==> src/rtl/uart_rx.sv <==
// uart_rx: 8N1 serial receiver with a 2-flop input synchronizer.
// Each start/data/stop bit is sampled once, near the middle of its bit period.
// Optional build macro UART_RX_MAJORITY_EN: each bit sample becomes the 2-of-3 vote
// of rx_s over the sample cycle and the two cycles before it. The sample timing is
// the same in both builds.
module uart_rx #(
   parameter int unsigned CLKS_PER_BIT = 4
) (
   input  logic       clk,
   input  logic       resetn,
   input  logic       rx_i,
   output logic [7:0] d_o,
   output logic       v_o,
   output logic       frame_err_o,
   output logic       busy_o
);

   localparam int unsigned CntW = $clog2(CLKS_PER_BIT) + 1;
   // Loaded on the IDLE->START transition so the start check lands CLKS_PER_BIT/2
   // cycles after the cycle in which the falling edge is seen.
   localparam logic [CntW-1:0] HalfLoad = CntW'(CLKS_PER_BIT / 2 - 1);
   localparam logic [CntW-1:0] BitLoad  = CntW'(CLKS_PER_BIT - 1);
   localparam logic [CntW-1:0] LastBit  = CntW'(7);

   typedef enum logic [2:0] {
      StIdle     = 3'd0,
      StStart    = 3'd1,
      StData     = 3'd2,
      StStop     = 3'd3,
      StWaitIdle = 3'd4
   } state_e;

   state_e          state_q, state_d;
   logic [CntW-1:0] cnt_q, cnt_d;
   logic [CntW-1:0] bit_q, bit_d;
   logic [7:0]      shift_q, shift_d;
   logic [7:0]      data_q, data_d;
   logic            valid_q, valid_d;
   logic            ferr_q, ferr_d;
   logic            rx_meta_q, rx_s_q;
   logic            sample;

   // Two-flop synchronizer; the line idles high, so the flops reset to 1.
   always_ff @(posedge clk or negedge resetn) begin
      if (!resetn) begin
         rx_meta_q <= 1'b1;
         rx_s_q    <= 1'b1;
      end else begin
         rx_meta_q <= rx_i;
         rx_s_q    <= rx_meta_q;
      end
   end

`ifdef UART_RX_MAJORITY_EN
   logic rx_h1_q, rx_h2_q;

   // Keep rx_s from the previous two cycles for the 2-of-3 vote.
   always_ff @(posedge clk or negedge resetn) begin
      if (!resetn) begin
         rx_h1_q <= 1'b1;
         rx_h2_q <= 1'b1;
      end else begin
         rx_h1_q <= rx_s_q;
         rx_h2_q <= rx_h1_q;
      end
   end

   assign sample = (rx_h2_q & rx_h1_q) | (rx_h2_q & rx_s_q) | (rx_h1_q & rx_s_q);
`else
   assign sample = rx_s_q;
`endif

   // State, counters, shift register and the output registers.
   always_ff @(posedge clk or negedge resetn) begin
      if (!resetn) begin
         state_q <= StIdle;
         cnt_q   <= '0;
         bit_q   <= '0;
         shift_q <= 8'h00;
         data_q  <= 8'h00;
         valid_q <= 1'b0;
         ferr_q  <= 1'b0;
      end else begin
         state_q <= state_d;
         cnt_q   <= cnt_d;
         bit_q   <= bit_d;
         shift_q <= shift_d;
         data_q  <= data_d;
         valid_q <= valid_d;
         ferr_q  <= ferr_d;
      end
   end

   // Frame sequencing: the timer counts down to the next sample point, then that
   // bit is acted on.
   always_comb begin
      state_d = state_q;
      cnt_d   = cnt_q;
      bit_d   = bit_q;
      shift_d = shift_q;
      data_d  = data_q;
      valid_d = 1'b0;
      ferr_d  = 1'b0;
      case (state_q)
         StIdle: begin
            if (!rx_s_q) begin
               state_d = StStart;
               cnt_d   = HalfLoad;
            end
         end
         StStart: begin
            if (cnt_q != '0) begin
               cnt_d = cnt_q - CntW'(1);
            end else if (sample) begin
               state_d = StIdle;
            end else begin
               state_d = StData;
               cnt_d   = BitLoad;
               bit_d   = '0;
            end
         end
         StData: begin
            if (cnt_q != '0) begin
               cnt_d = cnt_q - CntW'(1);
            end else begin
               // LSB arrives first: shift right and insert at the MSB.
               shift_d = {sample, shift_q[7:1]};
               cnt_d   = BitLoad;
               if (bit_q == LastBit) begin
                  state_d = StStop;
               end else begin
                  bit_d = bit_q + CntW'(1);
               end
            end
         end
         StStop: begin
            if (cnt_q != '0) begin
               cnt_d = cnt_q - CntW'(1);
            end else if (sample) begin
               data_d  = shift_q;
               valid_d = 1'b1;
               state_d = StIdle;
            end else begin
               ferr_d  = 1'b1;
               state_d = StWaitIdle;
            end
         end
         StWaitIdle: begin
            // A break keeps the line low; wait for it to return high.
            if (rx_s_q) begin
               state_d = StIdle;
            end
         end
         default: state_d = StIdle;
      endcase
   end

   assign d_o         = data_q;
   assign v_o         = valid_q;
   assign frame_err_o = ferr_q;
   assign busy_o      = (state_q != StIdle);

endmodule

==> config.mk <==
export PLATFORM = sky130hd
export DESIGN_NAME = uart_rx
export DESIGN_NICKNAME = d
export VERILOG_FILES = /design/src/rtl/uart_rx.sv
export SDC_FILE = /design/constraint.sdc
export NUM_CORES = 1
export LEC_CHECK = 0
export CAP_MARGIN = 10
export CORE_MARGIN = 5
export CORE_UTILIZATION = 25
export CTS_BUF_LIST = sky130_fd_sc_hd__clkbuf_16
export DETAILED_ROUTE_END_ITERATION = 12
export GPL_TIMING_DRIVEN = 0
export PLACE_DENSITY = 0.52
export REMOVE_ABC_BUFFERS = 1
export SLEW_MARGIN = 0
export SYNTH_ARGS = -nofsm -noshare
export SYNTH_HDL_FRONTEND = slang
export SYNTH_SLANG_ARGS = --single-unit
==> constraint.sdc <==
create_clock -name clk -period 3.5 [get_ports clk]
set_input_delay 0.875 -clock clk [delete_from_list [all_inputs] [get_ports clk]]
set_output_delay 0.875 -clock clk [all_outputs]
set_load 0.1 [all_outputs]
==> impl_metrics.ini, run 1 <==
[sta]
setup_repair_after_global_routing_missed_its_margin = no
setup_total_negative_slack_ns = 0
max_slew.worst_pin.slew_ns = 0.985
final-setup-viol-count = 0
timing_max_transition_violations_final = 0
post-route-min-period_ns = 3.05
relSlewSlack_pct = 34.1
maximum_frequency_from_static_timing_analysis_ghz = 0.327
final_hold_viol_count = 0
share_of_the_clock_period_used_by_the_worst_path_after_layout_pct = 87.3
timing.clock.skew_ns = 0.00391

[cts]
insertion_delay_ns = 0.27
cts_setup_buffers = 0
cts_htree_levels = 2
post_cts.resized_instances = 0
clock-root-buffer = clkbuf_16
tritoncts_buffers = 5
numClockSinks = 29
cts_tree = yes
cts_hold_buffers = 0
clk_transition_reported_paths_ns = 0.05
cts_max_path_buffers = 2

[setup_path]
timing.setup.critical_path_class = register to primary output
slowest_delay_ns = 0.99
setup_crit_start_kind = register
critical-path-slowest-cell = clkdlybuf4s50_1
arrival_ns = 2.18
cp-end-kind = primary output
timing.critical_path.required_ns = 2.62
timing.critical_path.fanout_max = 12
cells_along_the_critical_path = or3_1, clkdlybuf4s50_1

[synthesis]
synthesis.area_mm2 = 0.00132
ys_seq_area_share_pct = 55.3
ys_async_sr_fraction_pct = 100
syn_area_per_cell_um2 = 13.3
synth_area_leaders = dfrtp_1 (51%), mux2_4 (9.1%), mux2_2 (8.5%)
post-synth-top-area-cell = dfrtp_1
count_of_synthesis_stage_warnings_from_yosys = 0
post_synth_inst_count = 99
ys_dominant_reg_cell = dfrtp_1
synthDominantCellAreaShare_pct = 51.3
ys_seq_elements = 29
synthDistinctLibCells = 35
post_synth_edffs = 0

[drt]
firstDrtPassIters = 4
drt_drc_violations_left = 0
routed_wire_per_std_cell_um = 13.0
wl_um = 2420
antenna_violation_net_count_after_detailed_routing = 0
post_detailed_route_via_to_cell_ratio = 4.38
detail_route.iter0.violations = 24
dr_total_vias = 814

[cells_and_area]
postLayoutCellArea_mm2 = 0.00163
mostFrequentLayoutCell = dfrtp_1
antenna-diode-count = 0
layout_area_overhead_pct = 23.9
final_cell_mix = dfrtp_1 (27), clkdlybuf4s50_1 (12), mux2_2 (10)
post_route_cells_drive_above_1_share_pct = 27.6
n_fill_cell = 519
final-seq-area_um2 = 728
finalNetCount = 122
area_of_the_multi_input_gates_um2 = 544

[hold_path]
class_of_the_worst_hold_path = register to register

[power]
max-vdd-ir-drop_uv = 463
leakage_power_total_nw = 0.750
pwr_density_cell_mw_per_mm2 = 870

[placed_design]
routabilityCongestion = 0.729
place.port_buffers = 13
detailedPlacementHpwl_um = 1650
postPlaceCellArea_mm2 = 0.00150

[outcome]
run_status = finished clean

[global_route]
grt_overall_usage_pct = 8.32
antenna_found_initial = 0
global_route.overflow_total = 0
grt_first_pass_wirelength_um = 4220
largest_net_degree_at_the_start_of_global_routing = 30
via_count_of_the_first_global_routing_pass = 911

[flow_run]
timing.max_cap.violations = 0

[die]
row_count = 26
fp.dieW_um = 82.6
die_height_um = 82.6
initial_utilization_pct = 25.8
core_region_area_mm2 = 0.00511
area_of_the_die_mm2 = 0.00682
num_io_pins = 14
-- where the power goes --
part,total [mW],leakage [nW],switching (mW),internal [mW]
clock network,0.385,0.0776,0.131,0.254
registers,0.504,0.383,0.0859,0.418
logic,0.531,0.290,0.329,0.202
total,1.42,0.750,0.546,0.875
-- state kept, by name, summed over array words and instances (netlist names) --
register,cells
d_o,8
shift_q,8
bit_q,3
cnt_q,3
state_q,3
frame_err_o,1
rx_meta_q,1
rx_s_q,1
v_o,1
-- per-layer routing --
metal / track usage (%) / share of wire, % / vias up
met5: 0 / 0 / -
met4: 3.43 / 1.7 / 0
met3: 3.47 / 5.2 / 5
met2: 13.9 / 49 / 22
met1: 9.30 / 44 / 402
li1: - / - / 385
-- synthesized netlist by cell type, types with 2 or more instances --
cell	n
a21oi_1	4
a22o_1	2
buf_2	2
dfrtp_1	27
dfstp_2	2
ha_1	4
inv_1	2
mux2_2	10
mux2_4	8
nand2_1	3
nand2b_1	2
nand3_1	2
nor2_1	5
nor3_1	3
o21ai_0	3
-- critical path, delay by kind of cell, from the launching register on --
family,cells,cell delay [ns]
buffers and inverters,1,0.99
DFF,1,0.49
and+or+nand+nor,1,0.43
-- worst paths after layout --
check | start | to | slack (ns) | cells after the start
min in group asynchronous | resetn | shift_q[7] | 0.62 | 1
worst min-delay path | rx_meta_q | rx_s_q | 0.35 | 0
worst max-delay path | state_q[2] | busy_o | 0.45 | 2
worst max register to register | cnt_q[0] | d_o[4] | 1.54 | 5
max in group asynchronous | resetn | shift_q[3] | 2.47 | 1
worst min register to register | rx_meta_q | rx_s_q | 0.35 | 0
-- cell families after synthesis --
group                    count (synthesis)  share of synthesized area, %
AO/OA/AOI/OAI                           18                          9.69
adder cells (fa/ha/maj)                  4                          3.80
buffers and inverters                    7                          3.42
flip-flops                              29                          55.3
multiplexers                            18                          17.7
AND/OR/NAND/NOR                         23                          10.2
-- through the flow --
| stage | worst slack [ns] | util (%) | hold WS, ns | std cells | power (mW) |
|---|---|---|---|---|---|
| 2_1_floorplan | 1.38 | - | 0.345 | 95 | 0.911 |
| 3_3_place_gp | 0.735 | 29.4 | 0.347 | 178 | 1.02 |
| 3_5_place_dp | 0.736 | 29.4 | 0.349 | 178 | 1.04 |
| 4_1_cts | 0.420 | 32.1 | 0.356 | 186 | 1.44 |
| 5_1_grt | 0.352 | 32.0 | 0.358 | 186 | 1.50 |
| 6_report | 0.446 | 32.0 | 0.355 | 186 | 1.42 |
-- cell type report --
type / instances / share of cell area (%)
Multi-Input combinational cell: 63 / 33.3
Clock buffer: 5 / 7.66
Tap cell: 70 / 5.36
Clock inverter: 3 / 0.690
Inverter: 3 / 0.690
Timing Repair Buffer: 13 / 7.66
Sequential cell: 29 / 44.6
Note: power is estimated with default switching activity, not from simulation.
==> run 2, diff against run 1 <==
Settings changed: CORE_MARGIN 5 to 2, DONT_BUFFER_PORTS from default to 1, PLACE_DENSITY 0.52 to 0.48.
==> impl_metrics.ini, run 2 (synthesized netlist as in run 1, its figures left out) <==
[power]
max-vdd-ir-drop_uv = 369
pwr_density_cell_mw_per_mm2 = 948
leakage_power_total_nw = 0.709

[sta]
timing_max_transition_violations_final = 0
relSlewSlack_pct = 38.2
timing.clock.skew_ns = 0.00620
share_of_the_clock_period_used_by_the_worst_path_after_layout_pct = 71.6
post-route-min-period_ns = 2.50
max_slew.worst_pin.slew_ns = 0.929
maximum_frequency_from_static_timing_analysis_ghz = 0.399
setup_repair_after_global_routing_missed_its_margin = no
setup_total_negative_slack_ns = 0
final_hold_viol_count = 0
final-setup-viol-count = 0

[drt]
routed_wire_per_std_cell_um = 14.3
wl_um = 2470
post_detailed_route_via_to_cell_ratio = 4.54
drt_drc_violations_left = 0
antenna_violation_net_count_after_detailed_routing = 0
firstDrtPassIters = 4
dr_total_vias = 786
detail_route.iter0.violations = 44

[setup_path]
cells_along_the_critical_path = or3_1
worst_path_dominant_cell_family = simple AND/OR/NAND/NOR gates
slowest_delay_ns = 0.79
timing.critical_path.required_ns = 2.62
cp-end-kind = primary output
critical-path-slowest-cell = or3_1
timing.setup.critical_path_class = register to primary output
timing.critical_path.fanout_max = 12
setup_crit_start_kind = register
cp.buffers_inverters = 0
arrival_ns = 1.63

[die]
initial_utilization_pct = 25.8
core_region_area_mm2 = 0.00511
num_io_pins = 14
fp.dieW_um = 76.6
row_count = 26
area_of_the_die_mm2 = 0.00587
die_height_um = 76.6

[cells_and_area]
number_of_standard_cells_in_the_layout_taps_in_and_fillers_out = 173
antenna-diode-count = 0
post_route_cells_drive_above_1_share_pct = 31.1
mostFrequentLayoutCell = dfrtp_1
final_cell_mix = dfrtp_1 (27), mux2_2 (10), mux2_4 (8)
layout_area_overhead_pct = 16.4
finalNetCount = 109

[cts]
cts_max_path_buffers = 2
cts_hold_buffers = 0
numClockSinks = 29
tritoncts_buffers = 5
post_cts.resized_instances = 0
cts_setup_buffers = 0
cts_htree_levels = 2
clk_transition_reported_paths_ns = 0.05
cts_tree = yes
insertion_delay_ns = 0.27
clock-root-buffer = clkbuf_16

[global_route]
global_route.overflow_total = 0
via_count_of_the_first_global_routing_pass = 809
largest_net_degree_at_the_start_of_global_routing = 30
globalRouteMet1Util_pct = 10.6
antenna_found_initial = 0
most_crowded_layer_gr = met2
grt_util_met2_pct = 13.4
grt_first_pass_wirelength_um = 4030
grt_overall_usage_pct = 9.00
met3_usage_pct = 4.03

[placed_design]
routabilityCongestion = 0.771
place.port_buffers = 0
detailedPlacementHpwl_um = 1620
placedCellCount = 165

[flow_run]
timing.max_cap.violations = 0

[hold_path]
class_of_the_worst_hold_path = input port to asynchronous set/reset pin

[outcome]
run_status = finished clean
==> run 2: cell count changes in the layout (fill, tap and decap cells not counted) <==
cell,change
inv_1,-2
clkinv_1,+1
bufinv_16,+1
clkdlybuf4s50_1,-12
buf_2,-1
==> run 2: layout make-up <==
cell class | count | area (µm²)
fillers | 517 | 3570
flip-flops and latches | 29 | 728
multi-input cells | 63 | 544
clock buffers | 5 | 125
well taps | 70 | 87.6
clock inverters | 3 | 37.5
inverters | 3 | 11.3
==> run 2: path summary, 6_finish.rpt <==
| path | startpoint | endpoint | slack [ns] | cells after the start |
|---|---|---|---|---|
| max | state_q[1] | busy_o | 1.0 | 1 |
| min in group clk | rx_meta_q | rx_s_q | 0.36 | 0 |
| max reg2reg | cnt_q[0] | d_o[7] | 1.59 | 5 |
| min reg2reg | rx_meta_q | rx_s_q | 0.36 | 0 |
| min | resetn | state_q[1] | 0.30 | 0 |
| max in group asynchronous | resetn | rx_meta_q | 3.03 | 0 |
==> run 2: metrics by stage <==
step | worst slack [ns] | utilization (%) | instance area [µm²] | hold slack, ns | total power [mW]
global route | 0.944 | 30.0 | 1530 | 0.281 | 1.54
detailed placement | 1.29 | 26.8 | 1370 | 0.351 | 0.994
floorplan | 1.38 | - | 1280 | 0.345 | 0.911
CTS | 0.992 | 30.0 | 1530 | 0.290 | 1.47
global placement | 1.31 | 26.8 | 1370 | 0.348 | 0.972
finish | 0.995 | 30.0 | 1530 | 0.296 | 1.45
==> run 2: metal layers <==
layer / part of all wire [%] / up-vias
met3: 4.9 / 6
li1: - / 363
met4: 2.1 / 0
met1: 45 / 396
met5: 0 / -
met2: 48 / 21
==> run 2: report_power, final <==
group / switching [mW] / total [mW] / internal, mW / leakage [nW]
logic: 0.200 / 0.367 / 0.167 / 0.243
clock network: 0.139 / 0.468 / 0.329 / 0.0826
registers: 0.204 / 0.620 / 0.415 / 0.383
total: 0.543 / 1.45 / 0.911 / 0.709
==> run 3, diff against run 2 <==
Settings changed: PLACE_DENSITY 0.48 to 0.5.
Clock period 3.5 ns to 2.22 ns, I/O delays scaled along.
==> impl_metrics.ini, run 3 (synthesized netlist as in run 1, its figures left out) <==
[cts]
clock-root-buffer = clkbuf_16
cts_max_path_buffers = 2
insertion_delay_ns = 0.27
cts_tree = yes
numClockSinks = 29
cts_htree_levels = 2
tritoncts_buffers = 5
clk_transition_reported_paths_ns = 0.05

[setup_path]
cp.buffers_inverters = 0
timing.setup.critical_path_class = register to primary output
slowest_delay_ns = 0.81
timing.critical_path.fanout_max = 12
setup_crit_start_kind = register
cells_along_the_critical_path = or3_2
cp-end-kind = primary output
arrival_ns = 1.59
worst_path_dominant_cell_family = simple AND/OR/NAND/NOR gates
critical-path-slowest-cell = or3_2
timing.critical_path.required_ns = 1.66

[sta]
timing_max_transition_violations_final = 0
timing.clock.skew_ns = 0.00295
share_of_the_clock_period_used_by_the_worst_path_after_layout_pct = 96.8
setup_repair_after_global_routing_missed_its_margin = no
maximum_frequency_from_static_timing_analysis_ghz = 0.466
holdWs_ns = 0.103
final_hold_viol_count = 0
final-setup-viol-count = 0
setup_total_negative_slack_ns = 0
relSlewSlack_pct = 39.0
post-route-min-period_ns = 2.15
max_slew.worst_pin.slew_ns = 0.915

[power]
internal_power_mw = 1.33
p_total_mw = 2.20
comb_power_share_pct = 27.2
total_switching_power_mw = 0.867
pwr_density_cell_mw_per_mm2 = 1440
clkPwrFrac_pct = 28.3
sequentialPowerShare_pct = 44.5
leakage_power_total_nw = 0.711
max-vdd-ir-drop_uv = 604
swShare_pct = 39.5

[cells_and_area]
antenna-diode-count = 0
finalNetCount = 110
mostFrequentLayoutCell = dfrtp_1
final_cell_mix = dfrtp_1 (27), mux2_2 (10), mux2_4 (8)
post_route_cells_drive_above_1_share_pct = 33.7
number_of_standard_cells_in_the_layout_taps_in_and_fillers_out = 174
core_utilization_of_the_finished_layout_pct = 30.0
layout_area_overhead_pct = 16.2

[drt]
post_detailed_route_via_to_cell_ratio = 4.51
firstDrtPassIters = 4
dr_total_vias = 784
detail_route.iter0.violations = 36
antenna_violation_net_count_after_detailed_routing = 0
wl_um = 2500
routed_wire_per_std_cell_um = 14.4
drt_drc_violations_left = 0

[die]
die_height_um = 76.6
initial_utilization_pct = 25.8
num_io_pins = 14
row_count = 26
area_of_the_die_mm2 = 0.00587
core_region_area_mm2 = 0.00511
fp.dieW_um = 76.6

[flow_run]
timing.max_cap.violations = 0

[placed_design]
place.port_buffers = 0
detailedPlacementHpwl_um = 1600
routabilityCongestion = 0.711
placedCellCount = 165

[global_route]
grt_first_pass_wirelength_um = 4180
largest_net_degree_at_the_start_of_global_routing = 28
antenna_found_initial = 0
via_count_of_the_first_global_routing_pass = 843
grt_overall_usage_pct = 9.23
global_route.overflow_total = 0

[hold_path]
class_of_the_worst_hold_path = input port to asynchronous set/reset pin

[outcome]
run_status = finished clean
run 3: cell types whose count changed in the layout (fill, tap and decap cells not counted), sizes merged:
cell / previous run / this run
buf: 0 / 1
bufinv: 1 / 0
clkinv: 1 / 2
run 3: worst paths after layout:
| kind | startpoint | endpoint | slack, ns | cells after the start |
|---|---|---|---|---|
| setup / recovery | state_q[2] | busy_o | 0.07 | 1 |
| hold / removal | resetn | shift_q[6] | 0.10 | 1 |
| setup reg to reg | cnt_q[0] | d_o[3] | 0.31 | 5 |
| hold reg to reg | rx_meta_q | rx_s_q | 0.36 | 0 |
| max in group asynchronous | resetn | state_q[2] | 1.97 | 1 |
| min in group clk | rx_i | rx_meta_q | 0.28 | 0 |
run 3: layout make-up:
class | instances | area (µm²)
clock inverters | 3 | 13.8
clock buffers | 5 | 125
multi-input cells | 63 | 546
fillers | 525 | 3580
repair buffers | 1 | 20.0
inverters | 3 | 11.3
well taps | 70 | 87.6
flip-flops and latches | 29 | 728
run 3: power groups by stage:
| stage | clock network (mW) | registers (mW) | logic, mW |
|---|---|---|---|
| after floorplan | 0 | 0.942 | 0.494 |
| after global placement | 0 | 0.977 | 0.551 |
| after detailed placement | 0 | 0.985 | 0.582 |
| after CTS | 0.642 | 0.978 | 0.602 |
| after global routing | 0.667 | 0.997 | 0.662 |
| final | 0.622 | 0.979 | 0.597 |
run 3: metal layers:
layer  wire (µm)  vias up  global-route usage [%]  share of wire, %
li1            -      363                       -                 -
met1        1090      400                    10.6                43
met2        1240       18                    14.8                49
met3         151        3                    4.27               6.0
met4          29        0                    3.82               1.2
met5           0        -                       0                 0
run 3: timing repair:
action                                  4_1_cts  5_1_grt
hold buffers                                  1        0
endpoints found under the setup margin        0        1
endpoints found under the hold margin        27        0
setup buffers                                 0        0
resized for setup                             0        1
run 3: through the flow:
step           cell area (µm²)  setup slack [ns]
5_1_grt                   1530            0.0424
2_1_floorplan             1280             0.423
6_report                  1530            0.0721
4_1_cts                   1530            0.0224
3_3_place_gp              1370             0.324
3_5_place_dp              1370             0.308
